File: config.mk
export PLATFORM = sky130hd
export DESIGN_NAME = noc_axi4_bridge_ser_fifo
export DESIGN_NICKNAME = d
export VERILOG_FILES = /design/src/rtl/noc_axi4_bridge_ser_fifo.sv
export SDC_FILE = /design/constraint.sdc
export NUM_CORES = 2
export LEC_CHECK = 0
export ABC_AREA = 1
export BUFFER_PORTS_ARGS = -buffer_cell sky130_fd_sc_hd__buf_2
export CAP_MARGIN = 20
export CORE_AREA = 2 2 371 373
export CTS_CLUSTER_DIAMETER = 100
export DETAILED_ROUTE_END_ITERATION = 8
export DIE_AREA = 0 0 373 375
export PLACE_DENSITY = 0.65
export SLEW_MARGIN = 20
export SYNTH_ARGS = -nofsm -noshare
export SYNTH_HDL_FRONTEND = slang
export SYNTH_SLANG_ARGS = --single-unit
File: constraint.sdc
create_clock -name clk -period 5.2 [get_ports clk]
set_clock_uncertainty 0.15 [all_clocks]
set_input_delay 0 -clock clk [delete_from_list [all_inputs] [get_ports clk]]
set_output_delay 0 -clock clk [all_outputs]
set_load 0.02 [all_outputs]
File: src/rtl/noc_axi4_bridge_ser_fifo.sv
// noc_axi4_bridge_ser_fifo: response serializer for the NoC-AXI4 bridge.
// Buffers up to FIFO_DEPTH completed transactions (header + one AXI beat).
// Each buffered transaction leaves as one header flit plus 0..AXI_DATA_W/NOC_DATA_W data flits.
// Back-to-back packets stream with no idle cycle between them.
// Optional feature macro: NOC_AXI4_BRIDGE_SER_ERR_EN (unsupported request types raise err_pulse).
// Request header fields (HDR_W >= 192):
//   [191:178] SRC_CHIPID, [177:170] SRC_X, [169:162] SRC_Y, [161:158] SRC_FBITS,
//   [122:120] size_log (log2 of access bytes), [21:14] MSG_TYPE, [13:6] MSHRID.
// Response header flit (64b): {DST_CHIPID, DST_X, DST_Y, DST_FBITS, LENGTH, MSG_TYPE, MSHRID, OPTIONS_1}.
module noc_axi4_bridge_ser_fifo #(
  parameter int AXI_DATA_W     = 512,
  parameter int NOC_DATA_W     = 64,
  parameter int HDR_W          = 192,
  parameter int FIFO_DEPTH     = 2,
  parameter int SWAP_ENDIANESS = 0
) (
  input  logic                            clk,
  input  logic                            rst_n,
  input  logic [HDR_W-1:0]                header_in,
  input  logic [AXI_DATA_W-1:0]           data_in,
  input  logic                            in_val,
  output logic                            in_rdy,
  output logic [NOC_DATA_W-1:0]           flit_out,
  output logic                            flit_out_val,
  input  logic                            flit_out_rdy,
  output logic [$clog2(FIFO_DEPTH+1)-1:0] fifo_cnt,
  output logic                            err_pulse
);

  localparam int NBEATS   = AXI_DATA_W / NOC_DATA_W;
  localparam int NB_BYTES = NOC_DATA_W / 8;
  localparam int NB_LOG   = $clog2(NB_BYTES);
  localparam int BEAT_LOG = $clog2(NBEATS);
  localparam int IW       = (FIFO_DEPTH > 1) ? $clog2(FIFO_DEPTH) : 1;
  localparam int CW       = $clog2(FIFO_DEPTH + 1);
  localparam int BW       = (NBEATS > 1) ? $clog2(NBEATS) : 1;

  localparam logic [BW-1:0] BEAT_ONE = BW'(1'b1);
  localparam logic [IW:0]   PTR_ONE  = (IW + 1)'(1'b1);

  localparam logic [7:0] MSG_NC_LOAD_REQ      = 8'd14;
  localparam logic [7:0] MSG_NC_STORE_REQ     = 8'd15;
  localparam logic [7:0] MSG_LOAD_MEM         = 8'd19;
  localparam logic [7:0] MSG_STORE_MEM        = 8'd20;
  localparam logic [7:0] MSG_LOAD_MEM_ACK     = 8'd24;
  localparam logic [7:0] MSG_STORE_MEM_ACK    = 8'd25;
  localparam logic [7:0] MSG_NC_LOAD_MEM_ACK  = 8'd26;
  localparam logic [7:0] MSG_NC_STORE_MEM_ACK = 8'd27;

  typedef enum logic [1:0] {ST_IDLE = 2'd0, ST_HDR = 2'd1, ST_DATA = 2'd2} state_t;

  // Number of data flits for a non-cacheable load of 2^sl bytes, saturated at one full beat.
  function automatic logic [7:0] nc_length(input logic [2:0] sl);
    int ex;
    ex = int'(sl) - NB_LOG;
    if (ex <= 0) return 8'd1;
    else if (ex >= BEAT_LOG) return 8'(NBEATS);
    else return 8'(1 << ex);
  endfunction

  // Byte-swap chunk size (log2 bytes): the access size, capped at one flit.
  function automatic logic [2:0] chunk_log(input logic [2:0] sl);
    if (int'(sl) < NB_LOG) return sl;
    else return 3'(NB_LOG);
  endfunction

  // Reverse bytes inside aligned power-of-two chunks: byte i takes byte i XOR (chunk-1).
  function automatic logic [NOC_DATA_W-1:0] swap_bytes(input logic [NOC_DATA_W-1:0] d,
                                                       input logic [2:0] cl);
    logic [NOC_DATA_W-1:0] r;
    int m;
    m = (1 << int'(cl)) - 1;
    r = {NOC_DATA_W{1'b0}};
    for (int i = 0; i < NB_BYTES; i++) r[8*i +: 8] = d[8*(i ^ m) +: 8];
    return r;
  endfunction

  state_t          state_r;
  logic [BW-1:0]   beat_r;
  logic [IW:0]     wr_ptr_r, rd_ptr_r;
  logic [63:0]     hdr_mem_r   [FIFO_DEPTH];
  logic [2:0]      chunk_mem_r [FIFO_DEPTH];
  logic [NOC_DATA_W-1:0] data_mem_r [FIFO_DEPTH][NBEATS];

  logic [IW-1:0]   wr_idx_s, rd_idx_s;
  logic [7:0]      req_type_s, resp_type_s, resp_len_s, head_len_s;
  logic [2:0]      req_size_s;
  logic [63:0]     resp_hdr_s;
  logic            unsupported_s, push_s, pop_s, accept_s, last_beat_s;
  logic [CW-1:0]   cnt_next_s;
  logic            unused_s;

  assign wr_idx_s     = (FIFO_DEPTH > 1) ? wr_ptr_r[IW-1:0] : {IW{1'b0}};
  assign rd_idx_s     = (FIFO_DEPTH > 1) ? rd_ptr_r[IW-1:0] : {IW{1'b0}};
  assign fifo_cnt     = CW'(wr_ptr_r - rd_ptr_r);
  assign in_rdy       = (fifo_cnt != CW'(FIFO_DEPTH));
  assign push_s       = in_val & in_rdy;
  assign flit_out_val = (state_r != ST_IDLE);
  assign accept_s     = flit_out_val & flit_out_rdy;
  assign head_len_s   = hdr_mem_r[rd_idx_s][29:22];
  assign last_beat_s  = (8'(beat_r) == (head_len_s - 8'd1));

  // Translate the incoming request header into the response header and flit count.
  always_comb begin
    req_type_s    = header_in[21:14];
    req_size_s    = header_in[122:120];
    resp_type_s   = 8'd0;
    resp_len_s    = 8'd0;
    unsupported_s = 1'b0;
    case (req_type_s)
      MSG_LOAD_MEM: begin
        resp_type_s = MSG_LOAD_MEM_ACK;
        resp_len_s  = 8'(NBEATS);
      end
      MSG_NC_LOAD_REQ: begin
        resp_type_s = MSG_NC_LOAD_MEM_ACK;
        resp_len_s  = nc_length(req_size_s);
      end
      MSG_STORE_MEM:    resp_type_s = MSG_STORE_MEM_ACK;
      MSG_NC_STORE_REQ: resp_type_s = MSG_NC_STORE_MEM_ACK;
      default: begin
        unsupported_s = 1'b1;
`ifdef NOC_AXI4_BRIDGE_SER_ERR_EN
        resp_type_s   = MSG_NC_STORE_MEM_ACK;
`else
        resp_type_s   = 8'd0;
`endif
        resp_len_s    = 8'd0;
      end
    endcase
    resp_hdr_s = {header_in[191:178], header_in[177:170], header_in[169:162], header_in[161:158],
                  resp_len_s, resp_type_s, header_in[13:6], 6'd0};
  end

`ifdef NOC_AXI4_BRIDGE_SER_ERR_EN
  assign unused_s = ^{header_in[157:123], header_in[119:22], header_in[5:0]};
`else
  assign unused_s = ^{header_in[157:123], header_in[119:22], header_in[5:0], unsupported_s};
`endif

  // Pop when the final flit of the head packet is accepted.
  always_comb begin
    pop_s = 1'b0;
    case (state_r)
      ST_HDR:  pop_s = accept_s & (head_len_s == 8'd0);
      ST_DATA: pop_s = accept_s & last_beat_s;
      default: pop_s = 1'b0;
    endcase
  end

  // Occupancy after this cycle's push/pop, used to pick HDR vs IDLE without a bubble.
  always_comb begin
    if (push_s && !pop_s) cnt_next_s = fifo_cnt + CW'(1'b1);
    else if (pop_s && !push_s) cnt_next_s = fifo_cnt - CW'(1'b1);
    else cnt_next_s = fifo_cnt;
  end

  // Output mux: header flit straight from the head entry, data flits by beat (optionally swapped).
  always_comb begin
    if (state_r == ST_DATA) begin
      if (SWAP_ENDIANESS != 0) flit_out = swap_bytes(data_mem_r[rd_idx_s][beat_r], chunk_mem_r[rd_idx_s]);
      else flit_out = data_mem_r[rd_idx_s][beat_r];
    end else begin
      flit_out = NOC_DATA_W'(hdr_mem_r[rd_idx_s]);
    end
  end

  // FIFO storage and pointers.
  always_ff @(posedge clk or negedge rst_n) begin
    if (!rst_n) begin
      wr_ptr_r <= {(IW + 1){1'b0}};
      rd_ptr_r <= {(IW + 1){1'b0}};
      for (int i = 0; i < FIFO_DEPTH; i++) begin
        hdr_mem_r[i]   <= 64'd0;
        chunk_mem_r[i] <= 3'd0;
        for (int b = 0; b < NBEATS; b++) data_mem_r[i][b] <= {NOC_DATA_W{1'b0}};
      end
    end else begin
      if (push_s) begin
        hdr_mem_r[wr_idx_s]   <= resp_hdr_s;
        chunk_mem_r[wr_idx_s] <= chunk_log(req_size_s);
        for (int b = 0; b < NBEATS; b++) data_mem_r[wr_idx_s][b] <= data_in[b*NOC_DATA_W +: NOC_DATA_W];
        wr_ptr_r <= wr_ptr_r + PTR_ONE;
      end
      if (pop_s) rd_ptr_r <= rd_ptr_r + PTR_ONE;
    end
  end

  // Packet sequencer: IDLE -> HDR -> DATA beats, chaining straight into the next header.
  always_ff @(posedge clk or negedge rst_n) begin
    if (!rst_n) begin
      state_r <= ST_IDLE;
      beat_r  <= {BW{1'b0}};
    end else begin
      case (state_r)
        ST_IDLE: begin
          beat_r  <= {BW{1'b0}};
          state_r <= (cnt_next_s != {CW{1'b0}}) ? ST_HDR : ST_IDLE;
        end
        ST_HDR: begin
          if (accept_s) begin
            beat_r <= {BW{1'b0}};
            if (head_len_s != 8'd0) state_r <= ST_DATA;
            else state_r <= (cnt_next_s != {CW{1'b0}}) ? ST_HDR : ST_IDLE;
          end
        end
        ST_DATA: begin
          if (accept_s) begin
            if (last_beat_s) begin
              beat_r  <= {BW{1'b0}};
              state_r <= (cnt_next_s != {CW{1'b0}}) ? ST_HDR : ST_IDLE;
            end else begin
              beat_r <= beat_r + BEAT_ONE;
            end
          end
        end
        default: begin
          state_r <= ST_IDLE;
          beat_r  <= {BW{1'b0}};
        end
      endcase
    end
  end

`ifdef NOC_AXI4_BRIDGE_SER_ERR_EN
  // One-cycle error pulse after an unsupported request type is pushed.
  always_ff @(posedge clk or negedge rst_n) begin
    if (!rst_n) err_pulse <= 1'b0;
    else err_pulse <= push_s & unsupported_s;
  end
`else
  assign err_pulse = 1'b0;
`endif

endmodule

==> results.ini <==
[placed_design]
post-place-ws_ps = 1670
place_area_um2 = 57000
gp_congestion = 0.924
numPortBuffers = 636
dpl.cell_count = 8715
dpl.hpwl_um = 131000

[sta]
fmax_mhz = 228
finalWorstSetupSlack_ps = 808
rsz0062_at_grt = no
slew_viol_final = 0
relSlewSlack_pct = 16.4
hold_viol_final = 0
setup_viol = 0
tightest_slew_ps = 1250
fin_setup_tns_ps = 0
fin_crit_ps = 4390
fin_crit_sh_pct = 84.5

[floorplanning]
die_w_um = 373
rows = 136
io_pins = 777
core_area_um2 = 136000
die_y_um = 375
dieArea_um2 = 140000
start_util_pct = 38.7

[setup_path]
r2r-end = data_mem_r[1013]
r2r_start = rd_ptr_r[0]
path_cells = buf_4 -> buf_4 -> o21ai_0 -> o211ai_1 -> nand3_1 -> a32oi_1 -> buf_2
crit_fanout = 58
path_class = flip-flop to output pin
crit_arrival_ps = 4240
cp_num_buf_inv = 3
cp_common_cell = buf_4
worstSetupEndpoint = flit_out[47]
cp-end-kind = output pin
rrSetupSlack_ps = 1490
path_depth = 7
cpPeakStageDelay_ps = 800
crit_path_top_delay_cell = dfrtp_4
crit_start = rd_ptr_r[0]
worstRegToRegCells = 11
cp.required_ps = 5050
start_kind = flip-flop
cp_top_family = buffers and inverters

[clock_network]
numCtsBuffers = 132
cts_buffer_depth = 3
clockRootBuffer = clkbuf_16
cts_tree = yes
cts_setup_buffers = 0
cts_resized = 0
clock-sinks = 1139
cts_max_level = 4
clk_latency_ps = 770
cts.hold.buffers_added = 1131
path_clk_slew_ps = 60

[synth]
syn_area_um2 = 52700
syn_avg_cell_area_um2 = 7.87
synth_cell_types = 38
yosys_warnings = 0
syn_nets = 7421
yosysSeqAreaShare_pct = 54.1
postSynthCellCount = 6702
synth-seq-cells = 1139

[finish]
fin_area_um2 = 73000
final_util_pct = 53.6
fin_nets = 8905
fillers = 12100
final_cells = 10100
area_growth_pct = 38.5
drive_above_1_share_pct = 11.4

[power_and_ir_drop]
leakagePower_uw = 0.0354
vdd_drop_max_mv = 0.962
powerDensity_nw_per_um2 = 613

[drt]
wl_per_cell_um = 20.9
firstDrtPassIters = 7
highest_layer = met5
postRouteAntennaNets = 0
drc_errors = 0
finalWirelength_um = 212000
dr_wl_met2_um = 96600
wl_met1_um = 86300
met3_length_um = 18500
via_count = 53300
viasPerCell = 5.26
first_iter_violations = 5900

[min_path]
hp-class = input pin to flip-flop

[grt]
gr-total-overflow = 0
grt_pass1_vias = 51500
grt_max_degree = 217
grt_usage_pct = 29.8
grt_first_pass_wirelength_um = 319000
antenna_found_initial = 59

[run]
maxCapViolations = 0

[outcome]
status = finished, final reports clean

[cells in the mapped netlist (all sizes together)]
cell type / n / area (um2)
a32oi: 44 / 385
clkinv: 1 / 3.75
nor4: 1 / 6.26
nor3: 4 / 20.0
o221ai: 2 / 17.5
nand3: 297 / 1490
or4: 1 / 7.51
ha: 11 / 138
nor3b: 1 / 7.51
buf: 139 / 728
a22oi: 3 / 22.5
nand2: 2381 / 8970
xnor2: 2 / 17.5
a21oi: 489 / 2450
a31oi: 10 / 62.6
conb: 1 / 3.75
inv: 541 / 2040
o211ai: 74 / 556
dfrtp: 1139 / 28500
xor2: 5 / 43.8
clkbuf: 348 / 1310
o31ai: 1 / 7.51
nand4: 2 / 12.5
o21ai: 1088 / 5450
nor2: 110 / 423
o22ai: 7 / 43.8
[metal layers]
layer / up-vias / track usage (%)
met5: - / 0
li1: 24600 / -
met1: 25800 / 39.2
met4: 16 / 14.7
met2: 2485 / 46.6
met3: 469 / 6.59
[power by group]
part	switching [uW]	internal (uW)	total (uW)
clock network	4120	5560	9680
registers	1780	13100	14900
logic	14300	5890	20200
[how the worst min path moves through the flow]
stage | startpoint | to | slack (ps) | depth (start not counted)
6_report | data_in[0] | data_mem_r[448] | 70 | 4
5_1_grt | data_in[0] | data_mem_r[448] | 60 | 4
2_1_floorplan | rst_n | beat_r[0] | -450 | 0
3_3_place_gp | rst_n | data_mem_r[38] | -3 | 1
3_5_place_dp | rst_n | data_mem_r[550] | 10 | 1
4_1_cts | data_in[0] | data_mem_r[448] | 20 | 4
[worst min-delay path, stage by stage]
cell and delay [ps]:
dlygate4sd3_1 650, buf_2 170, nand2_1 50, o21ai_0 70
[through the flow]
| step | power [uW] | hold WS [ps] |
|---|---|---|
| after floorplan | 27000 | -446 |
| final | 44800 | 72.6 |
| after detailed placement | 34000 | 10.5 |
| after global placement | 33500 | -3.20 |
| after CTS | 44400 | 15.4 |
| after global routing | 47700 | 55.3 |
[flip-flops by register name, summed over array words and instances (netlist names)]
signal and cells:
wr_ptr_r 2, rd_ptr_r 2, state_r 2, beat_r 3
hdr_mem_r 106, data_mem_r 1024
[cells in the final DEF, fill, tap and decap left out, types with 4 or more instances in the layout]
cell type      netlist  final
nor2_1             106    105
clkbuf_8             0     36
clkbuf_1           348     28
o21ai_1             19     20
a31oi_1             10     10
inv_16               0      6
buf_4                4     45
o211ai_1            74     74
xor2_1               5      5
clkbuf_16            0    133
inv_1              536    534
clkinv_16            0      6
buf_12               0     24
ha_1                11     10
o22ai_1              7      7
a21oi_1            488    488
clkinv_2             0     17
dfrtp_4              0      4
o21ai_0           1067   1066
nand2_2              9      9
nand3_1            297    297
dlygate4sd3_1        0   1130
buf_2               96    635
nand2_1           2370   2370
bufinv_16            0      5
diode_2              0     57
nor3_1               4      4
a32oi_1             44     44
dfrtp_1           1139   1135
inv_6                1      5
[area by class of cell]
type | count | area (um2) | area share [%]
Clock inverter | 40 | 583 | 0.798
Multi-Input combinational cell | 4534 | 20200 | 27.6
Antenna cell | 57 | 143 | 0.195
Clock buffer | 197 | 3930 | 5.38
Tap cell | 1794 | 2240 | 3.07
Timing Repair Buffer | 1837 | 15400 | 21.0
Sequential cell | 1139 | 28500 | 39.1
Inverter | 542 | 2080 | 2.85
[cells by family (layout without fill, tap and decap cells)]
group,Yosys count,in the layout,share of synthesized area (%)
other,1,58,0.00711
adders and majority gates,11,11,0.261
AOI/OAI and AO/OA,1718,1718,17.1
DFF,1139,1139,54.1
buffers and inverters,1029,2616,7.73
xor gates and xnor gates,7,7,0.116
and+or+nand+nor,2797,2797,20.7
Note: power is estimated with default switching activity, not from simulation.
